$ cat src/rtl/vga_renderer_pkg.sv
// Shared pong video constants, game-state snapshot type and pad row test.
// Pure declarations: no logic, no latency, no flow control.
package vga_renderer_pkg;

  localparam int SCREEN_WIDTH  = 640;
  localparam int SCREEN_HEIGHT = 480;
  localparam int PAD_WIDTH     = 8;
  localparam int PAD_HEIGHT    = 34;
  localparam int PAD_DISTANCE  = 20;

  localparam int H_VISIBLE = 640;
  localparam int H_FP      = 16;
  localparam int H_SYNC    = 96;
  localparam int H_BP      = 48;
  localparam int H_TOTAL   = H_VISIBLE + H_FP + H_SYNC + H_BP;
  localparam int V_VISIBLE = 480;
  localparam int V_FP      = 10;
  localparam int V_SYNC    = 2;
  localparam int V_BP      = 33;
  localparam int V_TOTAL   = V_VISIBLE + V_FP + V_SYNC + V_BP;

  localparam logic [2:0] RGB_BALL = 3'b110;
  localparam logic [2:0] RGB_PAD  = 3'b111;
  localparam logic [2:0] RGB_NET  = 3'b010;
  localparam logic [2:0] RGB_BG   = 3'b000;

  typedef struct packed {
    logic [9:0] pad_left;
    logic [9:0] pad_right;
    logic [9:0] ball_x;
    logic [8:0] ball_y;
  } game_state_t;

  localparam game_state_t SNAP_RESET = '{
    pad_left:  10'(SCREEN_HEIGHT / 2),
    pad_right: 10'(SCREEN_HEIGHT / 2),
    ball_x:    10'(SCREEN_WIDTH / 2),
    ball_y:    9'(SCREEN_HEIGHT / 2)
  };

  // Lower bound is written as y+H/2 >= pad so pads near y=0 never wrap.
  function automatic logic pad_row_hit(input logic [10:0] y, input logic [9:0] pad);
    logic [10:0] p;
    p = {1'b0, pad};
    return (y + 11'(PAD_HEIGHT / 2) >= p) && (y <= p + 11'(PAD_HEIGHT / 2));
  endfunction

endpackage

$ cat src/rtl/vga_renderer_if.sv
// Game-state inputs and video outputs of the pong renderer.
// master = game/monitor side, slave = renderer side.
interface vga_renderer_if;
  logic [9:0] pad_left;
  logic [9:0] pad_right;
  logic [9:0] ball_x;
  logic [8:0] ball_y;
  logic       hsync;
  logic       vsync;
  logic [2:0] rgb;
  logic       frame_tick;

  modport master (
    output pad_left, pad_right, ball_x, ball_y,
    input  hsync, vsync, rgb, frame_tick
  );

  modport slave (
    input  pad_left, pad_right, ball_x, ball_y,
    output hsync, vsync, rgb, frame_tick
  );
endinterface

$ cat src/rtl/vga_renderer_timing.sv
// 640x480 raster timing: pixel divider, hc/vc counters, visible flag, raw syncs.
// Outputs are combinational from the counters; free-running, no backpressure.
module vga_timing
  import vga_renderer_pkg::*;
#(
  parameter int PIX_DIV = 2
) (
  input  logic       clk,
  input  logic       rst,
  output logic       pix_en,
  output logic [9:0] hc,
  output logic [9:0] vc,
  output logic       visible,
  output logic       hsync_raw,
  output logic       vsync_raw
);

  localparam int DW = (PIX_DIV > 1) ? $clog2(PIX_DIV) : 1;

  logic [DW-1:0] div;

  assign pix_en = (div == DW'(PIX_DIV - 1));

  always_ff @(posedge clk) begin
    if (rst) begin
      div <= '0;
    end else if (pix_en) begin
      div <= '0;
    end else begin
      div <= div + 1'b1;
    end
  end

  always_ff @(posedge clk) begin
    if (rst) begin
      hc <= '0;
      vc <= '0;
    end else if (pix_en) begin
      if (hc == 10'(H_TOTAL - 1)) begin
        hc <= '0;
        vc <= (vc == 10'(V_TOTAL - 1)) ? 10'd0 : vc + 10'd1;
      end else begin
        hc <= hc + 10'd1;
      end
    end
  end

  assign visible   = (hc < 10'(H_VISIBLE)) && (vc < 10'(V_VISIBLE));
  assign hsync_raw = !((hc >= 10'(H_VISIBLE + H_FP)) && (hc < 10'(H_VISIBLE + H_FP + H_SYNC)));
  assign vsync_raw = !((vc >= 10'(V_VISIBLE + V_FP)) && (vc < 10'(V_VISIBLE + V_FP + V_SYNC)));

endmodule

$ cat src/rtl/vga_renderer.sv
// Pong video stage: per-frame game-state snapshot, per-pixel shape compare, registered sync/rgb.
// Outputs lag the raster counters by one pixel period; free-running, inputs sampled once per frame.
module vga_renderer
  import vga_renderer_pkg::*;
#(
  parameter int PIX_DIV = 2,
  parameter int BALL_R  = 2
) (
  input  logic           clk,
  input  logic           rst,
  vga_renderer_if.slave  vif
);

  localparam logic signed [10:0] R_POS = 11'(BALL_R);
  localparam logic signed [10:0] R_NEG = 11'(-BALL_R);
  localparam logic [10:0] LPAD_X0 = 11'(PAD_DISTANCE);
  localparam logic [10:0] LPAD_X1 = 11'(PAD_DISTANCE + PAD_WIDTH - 1);
  localparam logic [10:0] RPAD_X0 = 11'(SCREEN_WIDTH - PAD_DISTANCE - PAD_WIDTH);
  localparam logic [10:0] RPAD_X1 = 11'(SCREEN_WIDTH - PAD_DISTANCE - 1);
  localparam logic [9:0]  NET_X0  = 10'(SCREEN_WIDTH / 2 - 1);
  localparam logic [9:0]  NET_X1  = 10'(SCREEN_WIDTH / 2);

  logic       pix_en;
  logic       visible;
  logic       hsync_raw;
  logic       vsync_raw;
  logic [9:0] hc;
  logic [9:0] vc;

  vga_timing #(.PIX_DIV(PIX_DIV)) u_timing (
    .clk       (clk),
    .rst       (rst),
    .pix_en    (pix_en),
    .hc        (hc),
    .vc        (vc),
    .visible   (visible),
    .hsync_raw (hsync_raw),
    .vsync_raw (vsync_raw)
  );

  // Snapshot lands in vertical blanking, so every visible frame sees one consistent state.
  game_state_t snap;
  logic        snap_en;
  logic        frame_tick_q;

  assign snap_en = pix_en && (hc == 10'd0) && (vc == 10'(V_VISIBLE));

  always_ff @(posedge clk) begin
    if (rst) begin
      snap         <= SNAP_RESET;
      frame_tick_q <= 1'b0;
    end else begin
      frame_tick_q <= snap_en;
      if (snap_en) begin
        snap <= '{pad_left: vif.pad_left, pad_right: vif.pad_right,
                  ball_x: vif.ball_x, ball_y: vif.ball_y};
      end
    end
  end

  logic [10:0]        x;
  logic [10:0]        y;
  logic signed [10:0] dx;
  logic signed [10:0] dy;
  logic               hit_ball;
  logic               hit_pad;
  logic               hit_net;
  logic [2:0]         colour;

  // Game y runs bottom-up; blank rows give a wrapped y that the visible mask discards.
  always_comb begin
    x        = {1'b0, hc};
    y        = 11'(V_VISIBLE - 1) - {1'b0, vc};
    dx       = $signed(x) - $signed({1'b0, snap.ball_x});
    dy       = $signed(y) - $signed({2'b00, snap.ball_y});
    hit_ball = (dx >= R_NEG) && (dx <= R_POS) && (dy >= R_NEG) && (dy <= R_POS);
    hit_pad  = ((x >= LPAD_X0) && (x <= LPAD_X1) && pad_row_hit(y, snap.pad_left)) ||
               ((x >= RPAD_X0) && (x <= RPAD_X1) && pad_row_hit(y, snap.pad_right));
    hit_net  = ((hc == NET_X0) || (hc == NET_X1)) && !vc[4];
    colour   = RGB_BG;
    if (hit_ball) begin
      colour = RGB_BALL;
    end else if (hit_pad) begin
      colour = RGB_PAD;
    end else if (hit_net) begin
      colour = RGB_NET;
    end
  end

  logic       hsync_q;
  logic       vsync_q;
  logic [2:0] rgb_q;

  always_ff @(posedge clk) begin
    if (rst) begin
      hsync_q <= 1'b1;
      vsync_q <= 1'b1;
      rgb_q   <= RGB_BG;
    end else if (pix_en) begin
      hsync_q <= hsync_raw;
      vsync_q <= vsync_raw;
      rgb_q   <= visible ? colour : RGB_BG;
    end
  end

  assign vif.hsync      = hsync_q;
  assign vif.vsync      = vsync_q;
  assign vif.rgb        = rgb_q;
  assign vif.frame_tick = frame_tick_q;

endmodule

$ cat src/flat_wrapper.sv
// flat-port wrapper written by rule: the top's interface ports become plain ports
module vga_renderer_flat import vga_renderer_pkg::*;
#(
  parameter int PIX_DIV = 2,
  parameter int BALL_R  = 2
)
  (clk, rst, vif_pad_left, vif_pad_right, vif_ball_x, vif_ball_y, vif_hsync, vif_vsync, vif_rgb, vif_frame_tick);
  vga_renderer_if vif_i ();
  input  logic clk;
  input  logic rst;
  input wire logic [$bits(vif_i.pad_left)-1:0] vif_pad_left;
  input wire logic [$bits(vif_i.pad_right)-1:0] vif_pad_right;
  input wire logic [$bits(vif_i.ball_x)-1:0] vif_ball_x;
  input wire logic [$bits(vif_i.ball_y)-1:0] vif_ball_y;
  output wire logic [$bits(vif_i.hsync)-1:0] vif_hsync;
  output wire logic [$bits(vif_i.vsync)-1:0] vif_vsync;
  output wire logic [$bits(vif_i.rgb)-1:0] vif_rgb;
  output wire logic [$bits(vif_i.frame_tick)-1:0] vif_frame_tick;
  assign vif_i.pad_left = vif_pad_left;
  assign vif_i.pad_right = vif_pad_right;
  assign vif_i.ball_x = vif_ball_x;
  assign vif_i.ball_y = vif_ball_y;
  assign vif_hsync = vif_i.hsync;
  assign vif_vsync = vif_i.vsync;
  assign vif_rgb = vif_i.rgb;
  assign vif_frame_tick = vif_i.frame_tick;
  vga_renderer #(.PIX_DIV(PIX_DIV), .BALL_R(BALL_R)) u_core (.clk(clk), .rst(rst), .vif(vif_i));
endmodule
$ cat config.mk
export PLATFORM = sky130hd
export DESIGN_NAME = vga_renderer_flat
export DESIGN_NICKNAME = d
export VERILOG_FILES = /design/src/rtl/vga_renderer_pkg.sv /design/src/rtl/vga_renderer_if.sv /design/src/rtl/vga_renderer_timing.sv /design/src/rtl/vga_renderer.sv /design/src/flat_wrapper.sv
export SDC_FILE = /design/constraint.sdc
export NUM_CORES = 1
export LEC_CHECK = 0
export BUFFER_PORTS_ARGS = -buffer_cell sky130_fd_sc_hd__buf_2
export CORE_ASPECT_RATIO = 0.9
export CORE_MARGIN = 1
export CORE_UTILIZATION = 35
export CTS_CLUSTER_DIAMETER = 60
export DETAILED_ROUTE_END_ITERATION = 10
export GPL_TIMING_DRIVEN = 0
export HOLD_SLACK_MARGIN = 0.02
export SYNTH_ARGS = -nofsm -noshare
export SYNTH_HDL_FRONTEND = slang
export SYNTH_SLANG_ARGS = --single-unit
export TNS_END_PERCENT = 10
$ cat constraint.sdc
create_clock -name clk -period 3.07 [get_ports clk]
set_input_delay 0.307 -clock clk [delete_from_list [all_inputs] [get_ports clk]]
set_output_delay 0.307 -clock clk [all_outputs]
set_load 0.1 [all_outputs]
==> run metrics <==
status finished, final reports clean; Vias/cell 5.27; CP startpoint kind flop; drt pass-1 iters 7; DRT Wirelength 14400 µm; Starting Density 36.5%; largest net degree at the start of global routing 12; Placed Instances 905; commonest cells after routing, fill and taps aside nand2_1 (98), ha_1 (65), dfxtp_1 (55), inv_1 (49); number of synthesized flops with an enable pin 0; Worst Clk Skew 0.0115 ns; Die H 118 µm; required time of the critical path 3.36 ns; CP peak stage delay 0.41 ns; ys flop type dfxtp_1; DPL Wire Length 11300 µm; cells after synthesis 667; TritonCTS clock tree yes; Yosys cell types 64; Die X-Extent 131 µm; Area Overhead vs Synth 20.2%; Slew HR 51.0%; MaxCap Viol Count 0; DRC viols 0; final setup fails 0; Ant. Diodes 0; clock insertion delay at the later pin of the skew report 0.34 ns; Static Leak 2.48 nW; first-pass GRT wire length 23300 µm; Max Buffers Root-to-Sink 2; RSZ-0062 raised after global routing true; Seq cells post-synth 66; design area 6280 µm²; Cell Area, Synth 5220 µm²; Port Buffers 45; post-route ant nets 0; clk sinks 66; DR WL/cell 15.6 µm; async set-reset flop share out of synthesis 0%; Tot GR Track Use 19.9%; Max Slew Vio Count 0; Hold Crit Class input pin to flop; CP Data Arrival Time 3.29 ns; final net count 840; crit share post-route 97.7%; # rows 41; syn_nets 779; Top delay family on crit path compound AO/OA/AOI/OAI gates; gp weighted congestion 0.865; synthesized area per cell 7.83 µm²; Synthesis Warnings 0; Clock Tree Root clkbuf_16; 1st-iter DRT viols 240; Worst-Margin Slew 0.729 ns; hold buffers post-CTS 0; initial antenna violation count 0; share of post-route cells with drive strength above 1 16.4%; vias in the first global route 4586; WS Path Type flop to flop; core footprint 14300 µm²; H-tree depth 3; cts bufs inserted 9; Ports 47; CP endpoint kind flop; area post-placement 5690 µm²; Max FO, Critical Path 4; routed vias 4871; sequential fraction of the synthesis area 25.3%; Clock transition at path regs 0.06 ns; worst-path cell chain ha_4 > and3_4 > o21ai_4 > xnor2_2 > ha_1 > a211o_1 > o2111ai_2 > a21oi_2 > o41a_1 > a311oi_4 > or2_4 > a22o_1; PD cells 316 nW/µm²; Final min period 3.00 ns; Slowest cell on crit path o41a_1; final hold violations 0; fill cell count 1462; die area 15400 µm²; gr ovfl total 0; Worst Path Buf+Inv 0; commonest non-fill, non-tap cell in the layout nand2_1; fin cells 925; Peak VDD IR 0.271 mV; Max Fclk 333 MHz
## layout make-up
class / instances / area [µm²] / area share [%]
repair buffers: 53 / 285 / 4.55
well taps: 193 / 241 / 3.85
flip-flops and latches: 66 / 1350 / 21.5
clock buffers: 10 / 239 / 3.81
clock inverters: 5 / 55.1 / 0.877
multi-input cells: 518 / 3780 / 60.2
plain buffers: 24 / 114 / 1.81
inverters: 56 / 216 / 3.45
## routing by layer
metal	part of all wire [%]	track usage, %	up-vias	wire length, µm
met1	49	27.7	2261	7060
met5	0	0	-	0
met2	44	30.0	115	6300
li1	-	-	2474	-
met3	5.6	4.45	21	813
met4	1.8	6.25	0	254
## sequential cells by signal (all words and copies together) (netlist names)
name,count
u_core.u_timing.hc,10
u_core.vif.rgb,3
u_core.vif.vsync,1
u_core.vif.frame_tick,1
u_core.u_timing.pix_en,1
u_core.u_timing.vc,10
u_core.vif.hsync,1
u_core.snap,39
## what timing repair did
action,CTS,global route
gates resized for setup,26,37
setup buffers,2,6
pin swaps,1,9
setup endpoints to repair,13,3
gates cloned,0,0
## power breakdown
part | internal, W | switching, W
clock | 0.000643 | 0.000397
sequential | 0.000855 | 0.00000459
combinational | 0.0000359 | 0.0000474
total | 0.00153 | 0.000449
## worst min-delay path: stages
cell      delay (ns)
buf_2           0.07
nand2_1         0.04
o211ai_1        0.07
## cells in the mapped netlist, types with 17 or more instances
cell / count / area share (%)
nand2_1: 99 / 7.1
clkbuf_1: 23 / 1.7
xnor2_1: 39 / 6.5
nand4_1: 18 / 2.2
a21oi_1: 48 / 4.6
o211ai_1: 17 / 2.4
ha_1: 69 / 17
dfxtp_1: 66 / 25
inv_1: 54 / 3.9
nor2_1: 44 / 3.2
xor2_1: 19 / 3.2
## worst paths after layout
kind                                     start                        endpoint  slack [ns]  cells after the start
setup reg to reg  u_core.snap[20]$_SDFFE_PP0P_  u_core.vif.rgb[0]$_SDFFE_PP0P_        0.07                     12
hold reg to reg   u_core.snap[12]$_SDFFE_PP0P_    u_core.snap[12]$_SDFFE_PP0P_        0.45                      2
hold / removal                vif_pad_right[7]    u_core.snap[26]$_SDFFE_PP1P_        0.18                      3
setup / recovery  u_core.snap[20]$_SDFFE_PP0P_  u_core.vif.rgb[0]$_SDFFE_PP0P_        0.07                     12
## stage by stage
| step | setup TNS, ns | utilization, % | power [W] | hold slack, ns | worst slack [ns] |
|---|---|---|---|---|---|
| 6_report | 0 | 43.9 | 0.00198 | 0.180 | 0.0712 |
| 5_1_grt | -0.0219 | 43.9 | 0.00206 | 0.190 | -0.0219 |
| 4_1_cts | -0.0304 | 42.5 | 0.00201 | 0.177 | -0.0304 |
| 3_5_place_dp | -1.66 | 39.7 | 0.000965 | 0.446 | -0.552 |
| 3_3_place_gp | -1.93 | 39.7 | 0.000964 | 0.440 | -0.555 |
| 2_1_floorplan | 0 | - | 0.000923 | 0.432 | 0.0840 |
## cell families (layout without fill, tap and decap cells)
kind of cell,count (synthesis),in the layout,share of synthesized area (%)
fa+ha+maj,71,71,17.3
simple gates,247,247,23.1
xor+xnor,58,58,9.73
flops,66,66,25.3
compound gates,140,140,17.8
mux,2,2,0.383
buf+inv,83,148,6.35
Note: power is estimated with default switching activity, not from simulation.
